<file path="src/rtl/mem_port_arbiter.sv">
// Shares one memory port between fetch (imem) and load/store (dmem); one transaction in flight, response routed to its owner.
// Optional MEM_ARB_STARVE_GUARD_EN: after STARVE_LIMIT back-to-back dmem wins over a waiting imem, imem gets priority.
module mem_port_arbiter #(
  parameter int ADDR_W       = 32,
  parameter int DATA_W       = 32,
  parameter int STARVE_LIMIT = 4
) (
  input  logic              clk,
  input  logic              reset,
  input  logic              imem_req_valid,
  input  logic [ADDR_W-1:0] imem_req_addr,
  output logic              imem_req_ready,
  input  logic              imem_kill,
  output logic              imem_res_valid,
  output logic [DATA_W-1:0] imem_res_data,
  input  logic              dmem_req_valid,
  input  logic [ADDR_W-1:0] dmem_req_addr,
  input  logic              dmem_req_fcn,
  input  logic [2:0]        dmem_req_typ,
  input  logic [DATA_W-1:0] dmem_req_data,
  output logic              dmem_req_ready,
  output logic              dmem_res_valid,
  output logic [DATA_W-1:0] dmem_res_data,
  output logic              mem_req_valid,
  input  logic              mem_req_ready,
  output logic [ADDR_W-1:0] mem_req_addr,
  output logic              mem_req_fcn,
  output logic [2:0]        mem_req_typ,
  output logic [DATA_W-1:0] mem_req_data,
  input  logic              mem_res_valid,
  input  logic [DATA_W-1:0] mem_res_data,
  output logic              protocol_err
);

  localparam logic       M_XRD = 1'b0;
  localparam logic [2:0] MT_W  = 3'd3;

  typedef enum logic [1:0] {IDLE, WAIT_I, WAIT_D} state_t;

  state_t fsm_q, fsm_d;
  logic   kill_q, kill_d;
  logic   err_q, err_d;
  logic   wr_q, wr_d;
  logic   imem_pri;
  logic   grant_imem, grant_dmem;

`ifdef MEM_ARB_STARVE_GUARD_EN
  localparam int CW = $clog2(STARVE_LIMIT + 1);
  logic [CW-1:0] starve_q, starve_d;

  assign imem_pri = (starve_q == CW'(STARVE_LIMIT));

  always_comb begin
    starve_d = starve_q;
    if (imem_req_ready) begin
      starve_d = '0;
    end else if (dmem_req_ready) begin
      if (!imem_req_valid)
        starve_d = '0;
      else if (!imem_pri)
        starve_d = starve_q + 1'b1;
    end
  end

  always_ff @(posedge clk or negedge reset) begin
    if (!reset) starve_q <= '0;
    else        starve_q <= starve_d;
  end
`else
  assign imem_pri = 1'b0;
`endif

  assign grant_dmem = dmem_req_valid && !(imem_pri && imem_req_valid);
  assign grant_imem = imem_req_valid && !grant_dmem;

  always_comb begin
    fsm_d          = fsm_q;
    kill_d         = kill_q;
    err_d          = err_q;
    wr_d           = wr_q;
    imem_req_ready = 1'b0;
    dmem_req_ready = 1'b0;
    imem_res_valid = 1'b0;
    imem_res_data  = '0;
    dmem_res_valid = 1'b0;
    dmem_res_data  = '0;
    mem_req_valid  = 1'b0;
    mem_req_addr   = '0;
    mem_req_fcn    = M_XRD;
    mem_req_typ    = '0;
    mem_req_data   = '0;
    case (fsm_q)
      IDLE: begin
        // Gated by reset so every handshake output is quiet while reset is held.
        if (reset) begin
          mem_req_valid = grant_imem || grant_dmem;
          if (grant_dmem) begin
            mem_req_addr = dmem_req_addr;
            mem_req_fcn  = dmem_req_fcn;
            mem_req_typ  = dmem_req_typ;
            mem_req_data = dmem_req_data;
          end else if (grant_imem) begin
            mem_req_addr = imem_req_addr;
            mem_req_fcn  = M_XRD;
            mem_req_typ  = MT_W;
          end
          imem_req_ready = grant_imem && mem_req_ready;
          dmem_req_ready = grant_dmem && mem_req_ready;
          if (mem_res_valid) err_d = 1'b1;
          if (dmem_req_ready) begin
            fsm_d = WAIT_D;
            wr_d  = dmem_req_fcn;
          end else if (imem_req_ready) begin
            fsm_d  = WAIT_I;
            kill_d = imem_kill;
          end
        end
      end
      WAIT_I: begin
        if (mem_res_valid) begin
          imem_res_valid = !kill_q && !imem_kill;
          imem_res_data  = imem_res_valid ? mem_res_data : '0;
          fsm_d          = IDLE;
          kill_d         = 1'b0;
        end else if (imem_kill) begin
          kill_d = 1'b1;
        end
      end
      WAIT_D: begin
        if (mem_res_valid) begin
          dmem_res_valid = 1'b1;
          dmem_res_data  = wr_q ? '0 : mem_res_data;
          fsm_d          = IDLE;
        end
      end
      default: fsm_d = IDLE;
    endcase
  end

  always_ff @(posedge clk or negedge reset) begin
    if (!reset) begin
      fsm_q  <= IDLE;
      kill_q <= 1'b0;
      err_q  <= 1'b0;
      wr_q   <= 1'b0;
    end else begin
      fsm_q  <= fsm_d;
      kill_q <= kill_d;
      err_q  <= err_d;
      wr_q   <= wr_d;
    end
  end

  assign protocol_err = err_q;

endmodule

</file>
<file path="config.mk">
export PLATFORM = sky130hd
export DESIGN_NAME = mem_port_arbiter
export DESIGN_NICKNAME = d
export VERILOG_FILES = /design/src/rtl/mem_port_arbiter.sv
export SDC_FILE = /design/constraint.sdc
export NUM_CORES = 1
export LEC_CHECK = 0
export CORE_AREA = 2 2 106 108
export CTS_BUF_LIST = sky130_fd_sc_hd__clkbuf_16
export DETAILED_ROUTE_END_ITERATION = 7
export DIE_AREA = 0 0 108 110
export RECOVER_POWER = 25
export SYNTH_ARGS = -nofsm -noshare
export SYNTH_HDL_FRONTEND = slang
export SYNTH_SLANG_ARGS = --single-unit
</file>
<file path="constraint.sdc">
create_clock -name clk -period 4.7 [get_ports clk]
set_clock_uncertainty 0.1 [all_clocks]
set_input_delay 0.705 -clock clk [delete_from_list [all_inputs] [get_ports clk]]
set_output_delay 0.705 -clock clk [all_outputs]
set_load 0.02 [all_outputs]
</file>
==> results by group, run 1 <==
Detailed routing
  – Iter 0 DRT Violations: 95
  – DR vias: 2402
  – Drt drc: 0
  – Routed vias/inst: 4.00
  – Drt total wl: 9020 um
  – Avg WL per Cell: 15.0 um
  – First-pass DRT Iterations: 4
  – Post-route ant nets: 0

STA
  – Final worst slack: 0.588 ns
  – Setup violators final: 0
  – Max Transition Viols Final: 0
  – Final worst path period share: 0.875
  – F_max: 243 MHz
  – Sum Neg Setup Slack: 0 ns
  – RSZ-0062 raised after global routing: no
  – Slew headroom: 0.261
  – Final Hold Fails: 0
  – Final worst path period need: 4.11 ns
  – Slew at the pin closest to its max-slew limit: 1.11 ns

Logic synthesis
  – Synthesis Warnings: 0
  – Avg Synthesized Cell Area: 7.38 sq um
  – #FFs+latches synth: 5
  – Post-synthesis sequential area ratio: 0.0870
  – Cell Area, Synth: 0.00144 sq mm
  – Mapped Cells: 195
  – Synth unique cells: 30
  – Post-synth top area cell: and2_1
  – Yosys top cell area share: 0.435
  – Largest cells by area after synthesis: and2_1, a22o_1, dfrtp_1
  – Syn nets: 337

Place
  – Pre-CTS WS: 0.837 ns
  – Port bufs: 276
  – Final HPWL from detailed placement: 7880 um
  – Placer Congestion: 0.742

CTS
  – Number of gates resized after cts: 0
  – # hold bufs at CTS: 0
  – Clock Sinks: 5
  – Root Driver: clkbuf_16
  – Clk buf depth: 2
  – Post-CTS Setup Inserts: 0
  – Worst-path clk slew: 0.03 ns
  – H-tree levels: 1
  – CTS tree: done
  – Number of buffers created by CTS: 3
  – Clock latency on the worst-skew pair: 0.23 ns

Status
  – Outcome: completed

Power
  – Total power: 0.988 mW
  – Peak supply drop: 131 uV
  – Pwr/cell area: 227 mW/mm^2
  – Leak pwr: 1.73 nW

Setup path
  – Crit path DAT: 3.31 ns
  – Worst EP required: 3.89 ns
  – Critical path class: primary input to primary output
  – Worst setup SP type: primary input
  – Crit end category: primary output
  – CP Max Fanout: 38
  – R2R depth: 6

Job
  – MaxCap Viol Count: 0

Die
  – Total core area: 0.0107 sq mm
  – Die Span X: 108 um
  – # rows: 38
  – Initial Util: 0.135
  – Die ar.: 0.0119 sq mm
  – IO Pins: 277
  – Die Ht: 110 um

Layout
  – Synth-to-layout area growth: 203%
  – Most common cell after layout, fill and taps aside: clkdlybuf4s50_1
  – FILL cells: 1098
  – Antenna diode count: 0
  – Final #Nets: 603
  – Most frequent cells in the layout: clkdlybuf4s50_1, and2_1, a22o_1, dlygate4sd3_1, nand2_1
  – Layout cell share with drive strength beyond 1: 0.0239

Global routing
  – Vias in the first global route: 2357
  – Largest net degree at the start of global routing: 39
  – Total global-route track usage: 0.135
  – GRT overflow: 0
  – First-pass GRT wire length: 12600 um
  – Initial antenna violation count: 0

Hold path
  – Hold Path Cell Cnt: 1
  – Worst Hold Class: register to register
==> per-layer routing <==
layer / vias to the layer above / track usage / share of wire
met5: - / 0 / 0
met4: 0 / 0.0275 / 0.011
met3: 8 / 0.0506 / 0.13
met2: 166 / 0.277 / 0.54
met1: 1041 / 0.125 / 0.32
li1: 1187 / - / -
==> per-stage QoR <==
stage / util / area (sq um) / std cells / hold WS, ns
floorplan: - / 1440 / 195 / 0.309
global placement: 0.402 / 4300 / 596 / 0.359
detailed placement: 0.402 / 4300 / 596 / 0.368
CTS: 0.409 / 4370 / 600 / 0.380
global route: 0.407 / 4360 / 600 / 0.417
finish: 0.407 / 4360 / 600 / 0.365
==> power by group <==
part | leakage [nW] | internal (mW) | total [mW] | switching, mW
registers | 0.0595 | 0.0588 | 0.0687 | 0.00993
logic | 1.63 | 0.413 | 0.781 | 0.368
clock network | 0.0423 | 0.110 | 0.138 | 0.0283
==> flip-flops by register name, summed over array words and instances (netlist names) <==
| register | cells |
|---|---|
| fsm_q | 2 |
| kill_q | 1 |
| protocol_err | 1 |
| wr_q | 1 |
==> final cells by class <==
cell class                 instances  area (sq um)  share of cell area
clock buffer                       3          75.1              0.0172
clock inverter                     1          3.75            0.000861
inverter                           3          11.3             0.00258
multi-input combinational        169          1180               0.270
sequential                         5           125              0.0287
tap                              140           175              0.0402
timing repair buffer             279          2790               0.640
==> worst max-delay path: stages <==
cell and delay, ns:
dlygate4sd3_1 0.67, and3_1 0.83, buf_12 0.28, and2_4 0.18
clkdlybuf4s50_1 0.62
==> synthesized netlist by cell type <==
cell      number
clkbuf_1       5
or3_1          1
a211oi_1       1
nand2_1        6
nor2_4         1
buf_2          4
and2_1       100
mux2_4         2
nor2b_4        1
nand3_1        1
and2_4         1
nand4b_1       1
ha_1           3
and3_1         1
o41ai_1        1
a22o_1        32
or4b_1         1
a21oi_1        3
buf_4          6
buf_6          3
o21ai_0        2
and2b_1        1
nor3_2         1
nor2_1         3
inv_1          3
nor2b_1        3
a221oi_2       1
dfrtp_1        5
nand2b_1       1
a31o_2         1
==> final timing paths <==
path                                          start                  endpoint  slack, ns
setup / recovery                     dmem_req_valid            dmem_req_ready       0.59
hold / removal             protocol_err$_DFFE_PN0P_  protocol_err$_DFFE_PN0P_       0.37
setup reg to reg               fsm_q[0]$_DFFE_PN0P_          wr_q$_DFFE_PN0P_       2.01
hold reg to reg            protocol_err$_DFFE_PN0P_  protocol_err$_DFFE_PN0P_       0.37
max in group asynchronous                     reset      fsm_q[1]$_DFFE_PN0P_       3.35
min in group asynchronous                     reset        kill_q$_DFFE_PN0P_       0.90
==> logic make-up after synthesis <==
| family | count (synthesis) | share of synthesized area |
|---|---|---|
| AOI/OAI and AO/OA | 41 | 0.240 |
| adders and majority gates | 3 | 0.0261 |
| buffers and inverters | 21 | 0.0896 |
| DFF | 5 | 0.0870 |
| muxes | 2 | 0.0209 |
| and+or+nand+nor | 123 | 0.537 |
Note: power is estimated with default switching activity, not from simulation.
==> run 2, diff against run 1 <==
--- a/config.mk
+++ b/config.mk
@@ -7,6 +7,7 @@
 export LEC_CHECK = 0
 export CORE_AREA = 2 2 106 108
 export CTS_BUF_LIST = sky130_fd_sc_hd__clkbuf_16
+export CTS_CLUSTER_SIZE = 30
 export DETAILED_ROUTE_END_ITERATION = 7
 export DIE_AREA = 0 0 108 110
 export RECOVER_POWER = 25
==> results of run 2 <==
The final DEF is identical to that of run 1; final timing and power are the same.
